`src/rtl/l2_msg_pkg.sv`:
```
// Shared types for the L1-to-L2 message queue: L2 command encoding, message layout, drain states.
package l2_msg_pkg;

   localparam int unsigned L2_ADDR_W = 26;

   typedef enum logic [1:0] {
      GETLINE        = 2'd0,
      SENDLINE       = 2'd1,
      INVALIDATELINE = 2'd2,
      EVICTLINE      = 2'd3
   } l2_cmd_t;

   typedef struct packed {
      l2_cmd_t                cmd;
      logic [L2_ADDR_W-1:0]   addr;
   } l2_msg_t;

   typedef enum logic [1:0] {
      IDLE  = 2'd0,
      FLUSH = 2'd1,
      DONE  = 2'd2
   } drain_state_t;

endpackage

```
`src/rtl/l2_msg_fifo.sv`:
```
// Registered message FIFO: a push at edge N is on rdat_o/rvld_o after edge N (no bypass).
// Caller must not push when full without popping, and must not pop when empty.
module l2_msg_fifo
   import l2_msg_pkg::*;
#(
   parameter int unsigned DEPTH = 8
) (
   input  logic                   clk_i,
   input  logic                   rst_n_i,
   input  logic                   push_i,
   input  l2_msg_t                wdat_i,
   input  logic                   pop_i,
   output logic                   rvld_o,
   output l2_msg_t                rdat_o,
   output logic                   full_o,
   output logic [$clog2(DEPTH):0] count_o
);

   localparam int unsigned PW = $clog2(DEPTH);
   localparam int unsigned CW = PW + 1;
   localparam logic [CW-1:0] FULL_CNT = CW'(DEPTH);

   l2_msg_t         mem_q [DEPTH];
   logic [PW-1:0]   head_q, head_d;
   logic [PW-1:0]   tail_q, tail_d;
   logic [CW-1:0]   count_q, count_d;
   logic            rvld_q;
   l2_msg_t         rdat_q, rdat_d;

   assign head_d = pop_i  ? head_q + PW'(1) : head_q;
   assign tail_d = push_i ? tail_q + PW'(1) : tail_q;

   always_comb begin
      count_d = count_q;
      if (push_i && !pop_i) begin
         count_d = count_q + CW'(1);
      end else if (!push_i && pop_i) begin
         count_d = count_q - CW'(1);
      end
   end

   // Next head comes from the write port when the new head slot is the one being written this edge.
   always_comb begin
      rdat_d = rdat_q;
      if (count_d != '0) begin
         if (push_i && (tail_q == head_d)) begin
            rdat_d = wdat_i;
         end else begin
            rdat_d = mem_q[head_d];
         end
      end
   end

   always_ff @(posedge clk_i) begin
      if (push_i) begin
         mem_q[tail_q] <= wdat_i;
      end
   end

   always_ff @(posedge clk_i or negedge rst_n_i) begin
      if (!rst_n_i) begin
         head_q  <= '0;
         tail_q  <= '0;
         count_q <= '0;
         rvld_q  <= 1'b0;
         rdat_q  <= '0;
      end else begin
         head_q  <= head_d;
         tail_q  <= tail_d;
         count_q <= count_d;
         rvld_q  <= (count_d != '0);
         rdat_q  <= rdat_d;
      end
   end

   assign rvld_o  = rvld_q;
   assign rdat_o  = rdat_q;
   assign count_o = count_q;
   assign full_o  = (count_q == FULL_CNT);

endmodule

```
`src/rtl/l2_msg_queue.sv`:
```
// Buffers controller-to-L2 messages; push visible on l2_valid one cycle later, 1 msg/cycle sustained.
// Overflowing pushes are dropped (sticky overflow); L2Q_STATS_EN adds per-command/drop counters.
module l2_msg_queue
   import l2_msg_pkg::*;
#(
   parameter int unsigned DEPTH = 8,
   parameter int unsigned CNT_W = 32
) (
   input  logic                   Clock,
   input  logic                   clear,
   input  logic                   in_valid,
   input  logic [1:0]             in_cmd,
   input  logic [L2_ADDR_W-1:0]   in_addr,
   output logic                   in_ready,
   output logic                   l2_valid,
   output logic [1:0]             l2_cmd,
   output logic [L2_ADDR_W-1:0]   l2_addr,
   input  logic                   l2_ready,
   input  logic                   Finish,
   output logic [$clog2(DEPTH):0] count,
   output logic                   overflow,
   output logic                   drained
);

   if ((DEPTH < 2) || (DEPTH > 64) || ((DEPTH & (DEPTH - 1)) != 0)) begin : g_bad_depth
      $error("l2_msg_queue: DEPTH must be a power of two in 2..64");
   end
   if (CNT_W < 1) begin : g_bad_cnt_w
      $error("l2_msg_queue: CNT_W must be at least 1");
   end

   logic          push, pop, drop, full, to_done;
   l2_msg_t       wr_msg, rd_msg;
   drain_state_t  state_q;
   logic          drained_q;
   logic          overflow_q;

   // A pop in the same cycle frees a slot, so a full queue can still take a message.
   assign in_ready = !full || l2_ready;
   assign push     = in_valid && in_ready;
   assign pop      = l2_valid && l2_ready;
   assign drop     = in_valid && !in_ready;
   assign wr_msg   = '{cmd: l2_cmd_t'(in_cmd), addr: in_addr};

   l2_msg_fifo #(
      .DEPTH (DEPTH)
   ) u_fifo (
      .clk_i   (Clock),
      .rst_n_i (clear),
      .push_i  (push),
      .wdat_i  (wr_msg),
      .pop_i   (pop),
      .rvld_o  (l2_valid),
      .rdat_o  (rd_msg),
      .full_o  (full),
      .count_o (count)
   );

   assign l2_cmd  = rd_msg.cmd;
   assign l2_addr = rd_msg.addr;

   always_ff @(posedge Clock or negedge clear) begin
      if (!clear) begin
         overflow_q <= 1'b0;
      end else if (drop) begin
         overflow_q <= 1'b1;
      end
   end

   // A push landing in the same edge keeps FLUSH, so DONE always means truly empty.
   assign to_done = (state_q == FLUSH) && (count == '0) && !push;

   always_ff @(posedge Clock or negedge clear) begin
      if (!clear) begin
         state_q   <= IDLE;
         drained_q <= 1'b0;
      end else begin
         case (state_q)
            IDLE: begin
               if (Finish) begin
                  state_q <= FLUSH;
               end
            end
            FLUSH: begin
               if (to_done) begin
                  state_q   <= DONE;
                  drained_q <= 1'b1;
               end
            end
            DONE: begin
               if (push) begin
                  state_q   <= FLUSH;
                  drained_q <= 1'b0;
               end
            end
            default: begin
               state_q   <= IDLE;
               drained_q <= 1'b0;
            end
         endcase
      end
   end

   assign overflow = overflow_q;
   assign drained  = drained_q;

`ifdef L2Q_STATS_EN
   logic [CNT_W-1:0] cmd_cnt_q [4];
   logic [CNT_W-1:0] drop_cnt_q;
   logic             reported_q;

   always_ff @(posedge Clock or negedge clear) begin
      if (!clear) begin
         for (int i = 0; i < 4; i++) begin
            cmd_cnt_q[i] <= '0;
         end
         drop_cnt_q <= '0;
         reported_q <= 1'b0;
      end else begin
         if (push && (cmd_cnt_q[in_cmd] != '1)) begin
            cmd_cnt_q[in_cmd] <= cmd_cnt_q[in_cmd] + CNT_W'(1);
         end
         if (drop && (drop_cnt_q != '1)) begin
            drop_cnt_q <= drop_cnt_q + CNT_W'(1);
         end
         if (to_done) begin
            reported_q <= 1'b1;
         end
      end
   end

`ifndef SYNTHESIS
   always @(posedge Clock) begin
      if (clear && to_done && !reported_q) begin
         $display("l2_msg_queue stats: GETLINE=%0d SENDLINE=%0d INVALIDATELINE=%0d EVICTLINE=%0d dropped=%0d",
                  cmd_cnt_q[0], cmd_cnt_q[1], cmd_cnt_q[2], cmd_cnt_q[3], drop_cnt_q);
      end
   end
`endif
`endif

endmodule

```
`config.mk`:
```
export PLATFORM = sky130hd
export DESIGN_NAME = l2_msg_queue
export DESIGN_NICKNAME = d
export VERILOG_FILES = /design/src/rtl/l2_msg_pkg.sv /design/src/rtl/l2_msg_fifo.sv /design/src/rtl/l2_msg_queue.sv
export SDC_FILE = /design/constraint.sdc
export NUM_CORES = 1
export LEC_CHECK = 0
export CAP_MARGIN = 20
export CORE_MARGIN = 2
export CORE_UTILIZATION = 60
export DETAILED_ROUTE_END_ITERATION = 10
export PLACE_DENSITY_LB_ADDON = 0.2
export SLEW_MARGIN = 20
export SYNTH_ARGS = -nofsm -noshare
export SYNTH_HDL_FRONTEND = slang
export SYNTH_HIERARCHICAL = 1
export SYNTH_SLANG_ARGS = --single-unit
```
`constraint.sdc`:
```
create_clock -name Clock -period 4.3 [get_ports Clock]
set_input_delay 0.86 -clock Clock [delete_from_list [all_inputs] [get_ports Clock]]
set_output_delay 0.86 -clock Clock [all_outputs]
set_load 0.005 [all_outputs]
```
==> results by group, run 1 <==
Clock network
  • CTS sink cnt: 267
  • Clk root buf: clkbuf_16
  • Post-CTS Setup Bufs: 0
  • Number of H-tree levels: 1
  • Post-CTS Hold Fix Bufs: 0
  • CTS tree: done
  • Clock Pin Slew Worst Setup and Hold Paths: about 0.060 ns
  • CTS max path bufs: 3
  • Num CTS Buffers: 27
  • Post_cts resized: 0
  • Clk_lat worst skew: around 0.54 ns

Synthesis
  • YS warnings: 6
  • Syn nets: ~950
  • Most frequent cell after synthesis: edfxtp_1
  • Synth Instances: roughly 920
  • Post-synth EDFFs: 224
  • Top post-synthesis cells by area: edfxtp_1, mux2i_1, dfrtp_1, mux4_2, mux2_2
  • Count of state elements after synthesis: 267
  • Top cells by count, synth: edfxtp_1, mux2i_1, nor3_1, dfrtp_1, nand2_1
  • Synth top area share: between 50% and 60%
  • Main synth FF type: edfxtp_1
  • Seq/Total Area, Yosys: 60.56%
  • Distinct cells, synth: 56
  • Async set-reset flop share out of synthesis: about 16%
  • Top cell type by total area after synthesis: edfxtp_1
  • Syn_area_per_cell: roughly 14 um2
  • Mapped cell area: roughly 13000 um2

Layout
  • # fillers: approximately 1.4k
  • Nets: 1012
  • Layout cells sized above 1: between 10% and 20%
  • Diodes inserted: 0
  • Synth-to-layout area growth: 14.93%
  • Core Util, Final: a little over two thirds
  • Final Cell Area: about 15000 um2
  • Register Area: 7807 um2
  • Multi-input gate area: between 4000 and 5000 um2

Floorplan
  • Die Ht: 150.5 um
  • Core ar.: around 21000 um2
  • Die W: approximately 150 um
  • Top Ports: 69
  • Initial core utilization: 61.29%
  • Die area: between 20000 and 25000 um2
  • Row cnt: 53

STA
  • Slew headroom: 33.70%
  • Setup violators final: 0
  • Tmin final: around 3.1 ns
  • Slew @ Worst Pin: roughly 0.99 ns
  • RSZ-0062 raised after global routing: false
  • Final Cycle Share: 72.63%
  • Slew Viols, Final: 0
  • Final Hold Viols: 0
  • Clk_skew: roughly 0.014 ns
  • FMAX: 320.2 MHz
  • Setup ws final: 1.177 ns
  • Fin Setup TNS: 0 ns

Routing
  • Number of DRC markers in iteration 0: 670
  • WL/cell: roughly 23 um
  • Routed Antenna Nets: 0
  • First-pass DRT Iterations: 5
  • Routed WL: around 29000 um
  • DR DRC count: 0
  • Vias per cell: 6.482
  • Total number of vias: around 8k

Place
  • Dpl hpwl: about 18000 um
  • IO buf count: 68
  • Setup WS pre-CTS: ~0.75 ns
  • RePlAce Congestion: between 0.7 and 0.8
  • Placed Area: 13950 um2

Status
  • Status: finished, final reports clean

Setup path
  • CP Launch Type: register
  • Reg2reg start: u_fifo/count_o[0]$_DFF_PN0_
  • R2R Path End: u_fifo/mem_q[7][23]$_DFFE_PP_
  • CP Max Fanout: 15
  • Data required, critical path: roughly 4.5 ns
  • FF-to-FF path depth: 10
  • Crit Path Category: reg -> reg
  • Reg-to-reg slack, setup: roughly 1.2 ns
  • Critical Path AT: between 3 and 4 ns
  • Kind of end point of the critical path: register

Global routing
  • Vias in the first global route: 8154
  • Largest net degree at the start of global routing: 152
  • Initial antenna violation count: 0
  • First-pass GRT wire length: about 45000 um
  • Total grt overflow: 0
  • Total Routing Usage GR: between 20% and 30%

Pwr
  • Sw frac: a little under two fifths
  • Pwr dens: about 770 nW/um2
  • Combinational share of power: 46.9%
  • Max VDD drop: roughly 0.68 mV
  • Power share of the sequential group: roughly a third
  • Internal power: about 0.007 W
  • Clock group share of total power: ~20%
  • NetSw: approximately 0.0042 W
  • Leakage: 5.344 nW

Job
  • Max-cap check violation count: 0

Worst hold path
  • Hold WC Path Type: in -> async
==> placed cells by master (no fill, tap or decap), types with 3 or more instances in the layout <==
cell,count
clkbuf_16,27
nor2_4,6
buf_12,6
mux2i_1,141
xor2_1,3
clkbuf_8,5
a21oi_1,33
clkinv_2,4
nand3_1,4
xnor2_1,5
o22ai_1,28
o21ai_0,7
a221o_1,26
nand2b_1,7
nor3_1,54
nand2_1,39
nor2_1,29
and3_1,27
buf_4,29
ha_1,4
clkdlybuf4s50_1,67
nor2b_1,3
mux4_2,27
dfrtp_1,41
inv_1,8
edfxtp_1,224
o21ai_1,26
mux2_2,31
clkbuf_1,9
o221ai_1,26
==> metal layers <==
metal  routed length (um)  vias to the layer above  track usage, %
li1                     -                     3751               -
met1                12180                     4174           36.19
met2                14840                      270           46.30
met3                 1791                       44           2.970
met4                  595                        0           6.698
met5                    0                        -               0
==> cells by family after synthesis <==
| logic type | share of synthesized area (%) |
|---|---|
| xor gates and xnor gates | 1.000 |
| DFF | 60.56 |
| adders and majority gates | 0.3884 |
| muxes | 18.46 |
| AOI/OAI and AO/OA | 8.779 |
| buffers and inverters | 3.156 |
| and+or+nand+nor | 7.662 |
==> through the flow <==
step | power [W] | cells | hold slack (ns)
after floorplan | 0.007562 | 916 | 0.4510
after global placement | 0.009005 | 1221 | 0.4387
after detailed placement | 0.009143 | 1221 | 0.4485
after CTS | 0.01140 | 1271 | 0.4138
after global routing | 0.01199 | 1271 | 0.4495
final | 0.01136 | 1271 | 0.4034
==> sequential cells by signal, indices dropped and copies added, names as in the netlist <==
register / cells
u_fifo/tail_q: 3
overflow: 1
u_fifo/rvld_o: 1
u_fifo/count_o: 4
drained: 1
u_fifo/mem_q: 224
u_fifo/rdat_o: 28
u_fifo/head_q: 3
state_q: 2
==> power groups by stage <==
stage / clock, W / combinational, W / sequential (W)
CTS: 0.00228 / 0.00533 / 0.00379
floorplan: 0 / 0.00389 / 0.00367
finish: 0.00224 / 0.00533 / 0.00378
detailed placement: 0 / 0.00531 / 0.00383
global route: 0.00238 / 0.00576 / 0.00384
global placement: 0 / 0.00519 / 0.00381
==> layout make-up <==
| class | instances | share of cell area (%) |
|---|---|---|
| clock buffers | 41 | 5.255 |
| repair buffers | 103 | 6.844 |
| inverters | 8 | 0.2028 |
| well taps | 275 | 2.323 |
| flip-flops and latches | 267 | 52.72 |
| clock inverters | 9 | 0.5238 |
| multi-input cells | 568 | 32.13 |
==> worst max-delay path, stage by stage, from the launching register on <==
cell	delay, ns
dfrtp_1	0.52
inv_1	0.08
ha_1	0.23
nand2_1	0.07
nor2_1	0.03
nor2b_2	0.18
nor2_2	0.35
buf_4	0.25
nand2_1	0.21
nor2_4	0.62
buf_12	0.25
==> worst max-delay path by stage <==
| stage | from | to | cells after the start |
|---|---|---|---|
| 2_1_floorplan | u_fifo/count_o[0]$_DFF_PN0_ | u_fifo/mem_q[0][0]$_DFFE_PP_ | 9 |
| 3_3_place_gp | l2_ready | u_fifo/rdat_o[7]$_DFFE_PN0P_ | 9 |
| 3_5_place_dp | l2_ready | u_fifo/rdat_o[8]$_DFFE_PN0P_ | 9 |
| 4_1_cts | u_fifo/count_o[0]$_DFF_PN0_ | u_fifo/mem_q[7][3]$_DFFE_PP_ | 10 |
| 5_1_grt | u_fifo/count_o[0]$_DFF_PN0_ | u_fifo/rdat_o[7]$_DFFE_PN0P_ | 13 |
| 6_report | u_fifo/count_o[0]$_DFF_PN0_ | u_fifo/mem_q[7][23]$_DFFE_PP_ | 10 |
No activity file was read; power rests on OpenSTA's default activity.
==> run 2: changes to the inputs <==
- CORE_UTILIZATION: 60 -> 54
- clock period: 4.3 -> 2.8 ns (I/O delays scaled with it)
==> results by group, run 2 (synthesis results as in run 1) <==
Status
  • Status: finished, final reports clean

Setup path
  • Reg2reg start: u_fifo/head_q[0]$_DFF_PN0_
  • Kind of end point of the critical path: output pin
  • Crit Path Category: reg -> out
  • Worst path bufs/invs: 4 (+1)
  • FF-to-FF path depth: 8 (-2)
  • CP Launch Type: register
  • Data required, critical path: 2.24 ns (-2.30 ns)
  • Cell Chain, Critical Path: inv_2 > ha_2 > nand2_1 > nor2_1 > nor2b_4 > buf_4 > inv_1 > clkdlybuf4s50_1
  • Critical Path AT: 2.08 ns (-1.28 ns)
  • Worst stage delay on the critical path: 0.43 ns (-0.19 ns)
  • R2R Path End: u_fifo/rdat_o[4]$_DFFE_PN0P_
  • Reg-to-reg slack, setup: 0.26 ns (-0.92 ns)
  • CP top delay family: buffers and inverters
  • Slowest cell on crit path: clkdlybuf4s50_1
  • CP Max Fanout: 4 (-11)

Routing
  • DR DRC count: 0 (unchanged)
  • Total number of vias: 8396 (+1.9%)
  • Routed Antenna Nets: 0 (unchanged)
  • Number of DRC markers in iteration 0: 765 (+14%)
  • Routed WL: 30860 um (+4.9%)
  • WL/cell: 22.74 um (-1.7%)
  • First-pass DRT Iterations: 7 (+2)
  • Vias per cell: 6.187 (-4.6%)

Clock network
  • Num CTS Buffers: 29 (+7.4%)
  • Clock Pin Slew Worst Setup and Hold Paths: 0.06 ns (about the same)
  • CTS max path bufs: 3 (unchanged)
  • Clk_lat worst skew: 0.54 ns (about the same)
  • CTS sink cnt: 267 (unchanged)
  • Number of H-tree levels: 1 (unchanged)
  • Clk root buf: clkbuf_16
  • CTS tree: done
  • Post-CTS Setup Bufs: 0 (unchanged)

Place
  • RePlAce Congestion: 0.8138 (+3.6%)
  • Dpl hpwl: 19330 um (+9.9%)
  • Setup WS pre-CTS: -0.07875 ns (-0.8254 ns)
  • IO buf count: 68 (unchanged)

STA
  • Slew headroom: 59.83% (+26 points)
  • Final Cycle Share: 94.36%
  • Setup ws final: 0.1578 ns (-1.019 ns)
  • FMAX: around 380 MHz
  • Setup violators final: 0 (unchanged)
  • Slew Viols, Final: 0 (unchanged)
  • Final Hold Viols: 0 (unchanged)
  • Fin Setup TNS: 0 ns (unchanged)
  • Tmin final: roughly 2.6 ns
  • Clk_skew: 0.01246 ns (-0.001987 ns)
  • Slew @ Worst Pin: 0.6026 ns (-0.3919 ns)

Global routing
  • Total grt overflow: 0 (unchanged)
  • Total Routing Usage GR: 25.26% (-1.4 points)
  • Initial antenna violation count: 0 (unchanged)
  • Vias in the first global route: 8440 (+3.5%)
  • First-pass GRT wire length: 47720 um (+5.2%)
  • Largest net degree at the start of global routing: 79 (-48%)

Layout
  • Synth-to-layout area growth: 20.78%
  • Multi-input gate area: 4793 um2 (+0.74%)
  • Reg with most FFs: u_fifo/mem_q
  • Register Area: 7807 um2 (unchanged)
  • Core Util, Final: 66.30% (-4.1 points)
  • Nets: 1052 (+4.0%)
  • Leading cell type in the layout, fill and taps excluded: edfxtp_1
  • Layout cells sized above 1: 18.98% (+3.0 points)
  • Diodes inserted: 0 (unchanged)
  • # fillers: 1694 (+19%)
  • Leading cell types in the layout, fill and taps excluded: edfxtp_1, mux2i_1, clkdlybuf4s50_1
  • Max reg flops: 224 (unchanged)

Floorplan
  • Die Ht: 158.5 um (+5.3%)
  • Initial core utilization: 54.89% (-6.4 points)
  • Core ar.: 23470 um2 (+12%)
  • Row cnt: 56 (+5.7%)
  • Die W: 158.5 um (+5.3%)
  • Die area: 25110 um2 (+11%)
  • Top Ports: 69 (unchanged)

Worst hold path
  • Hold WC Path Type: in -> async

Job
  • Max-cap check violation count: 0 (unchanged)

Pwr
  • Pwr dens: 1196 nW/um2 (+56%)
  • Leakage: 5.674 nW (+6.2%)
  • Max VDD drop: 0.7863 mV (+16%)
run 2: cell type report:
class,instances,share of cell area [%]
Tap cell,319,2.565
Clock buffer,40,4.993
Clock inverter,14,1.069
Sequential cell,267,50.17
Timing Repair Buffer,141,10.21
Multi-Input combinational cell,568,30.80
Inverter,8,0.1930
run 2: per-stage QoR:
stage | area [um2] | cells | hold WS, ns | total power, W
after global routing | 15560 | 1357 | 0.4730 | 0.01961
after floorplan | 12890 | 916 | 0.2644 | 0.01162
after CTS | 15550 | 1357 | 0.4329 | 0.01866
after detailed placement | 14600 | 1302 | 0.4508 | 0.01482
after global placement | 14600 | 1302 | 0.4450 | 0.01462
final | 15560 | 1357 | 0.4517 | 0.01861
run 2: what timing repair did:
| action | in CTS | in global routing |
|---|---|---|
| gates resized for setup | 0 | 4 |
| hold buffers | 1 | 0 |
| endpoints found under the setup margin | 0 | 29 |
| endpoints found under the hold margin | 10 | 0 |
run 2: worst max path at each step:
stage                                      startpoint                      endpoint  slack (ns)  cells past startpoint
after floorplan           u_fifo/count_o[0]$_DFF_PN0_  u_fifo/mem_q[2][0]$_DFFE_PP_       -0.35                      9
after CTS                 u_fifo/count_o[1]$_DFF_PN0_                      in_ready        0.09                      8
after global routing      u_fifo/count_o[1]$_DFF_PN0_                      in_ready       -0.02                      8
after detailed placement                     l2_ready  u_fifo/rdat_o[3]$_DFFE_PN0P_       -0.08                     10
final                     u_fifo/count_o[1]$_DFF_PN0_                      in_ready        0.16                      8
after global placement                       l2_ready  u_fifo/rdat_o[3]$_DFFE_PN0P_       -0.04                     10
run 2: routing by layer:
metal | part of all wire (%) | wire [um] | vias up | track usage (%)
met5 | 0 | 0 | - | 0
met4 | 1.6 | 486 | 0 | 5.577
met3 | 5.3 | 1635 | 42 | 2.994
met2 | 50 | 15400 | 256 | 43.23
met1 | 43 | 13340 | 4259 | 35.10
li1 | - | - | 3839 | -
run 2: report_power, final:
part	total [W]	internal (W)	switching [W]	leakage [nW]
Sequential	0.00577	0.00521	0.000555	2.53
Combinational	0.00906	0.00437	0.00468	2.68
Clock	0.00378	0.00230	0.00149	0.459
Total	0.0186	0.0119	0.00673	5.67
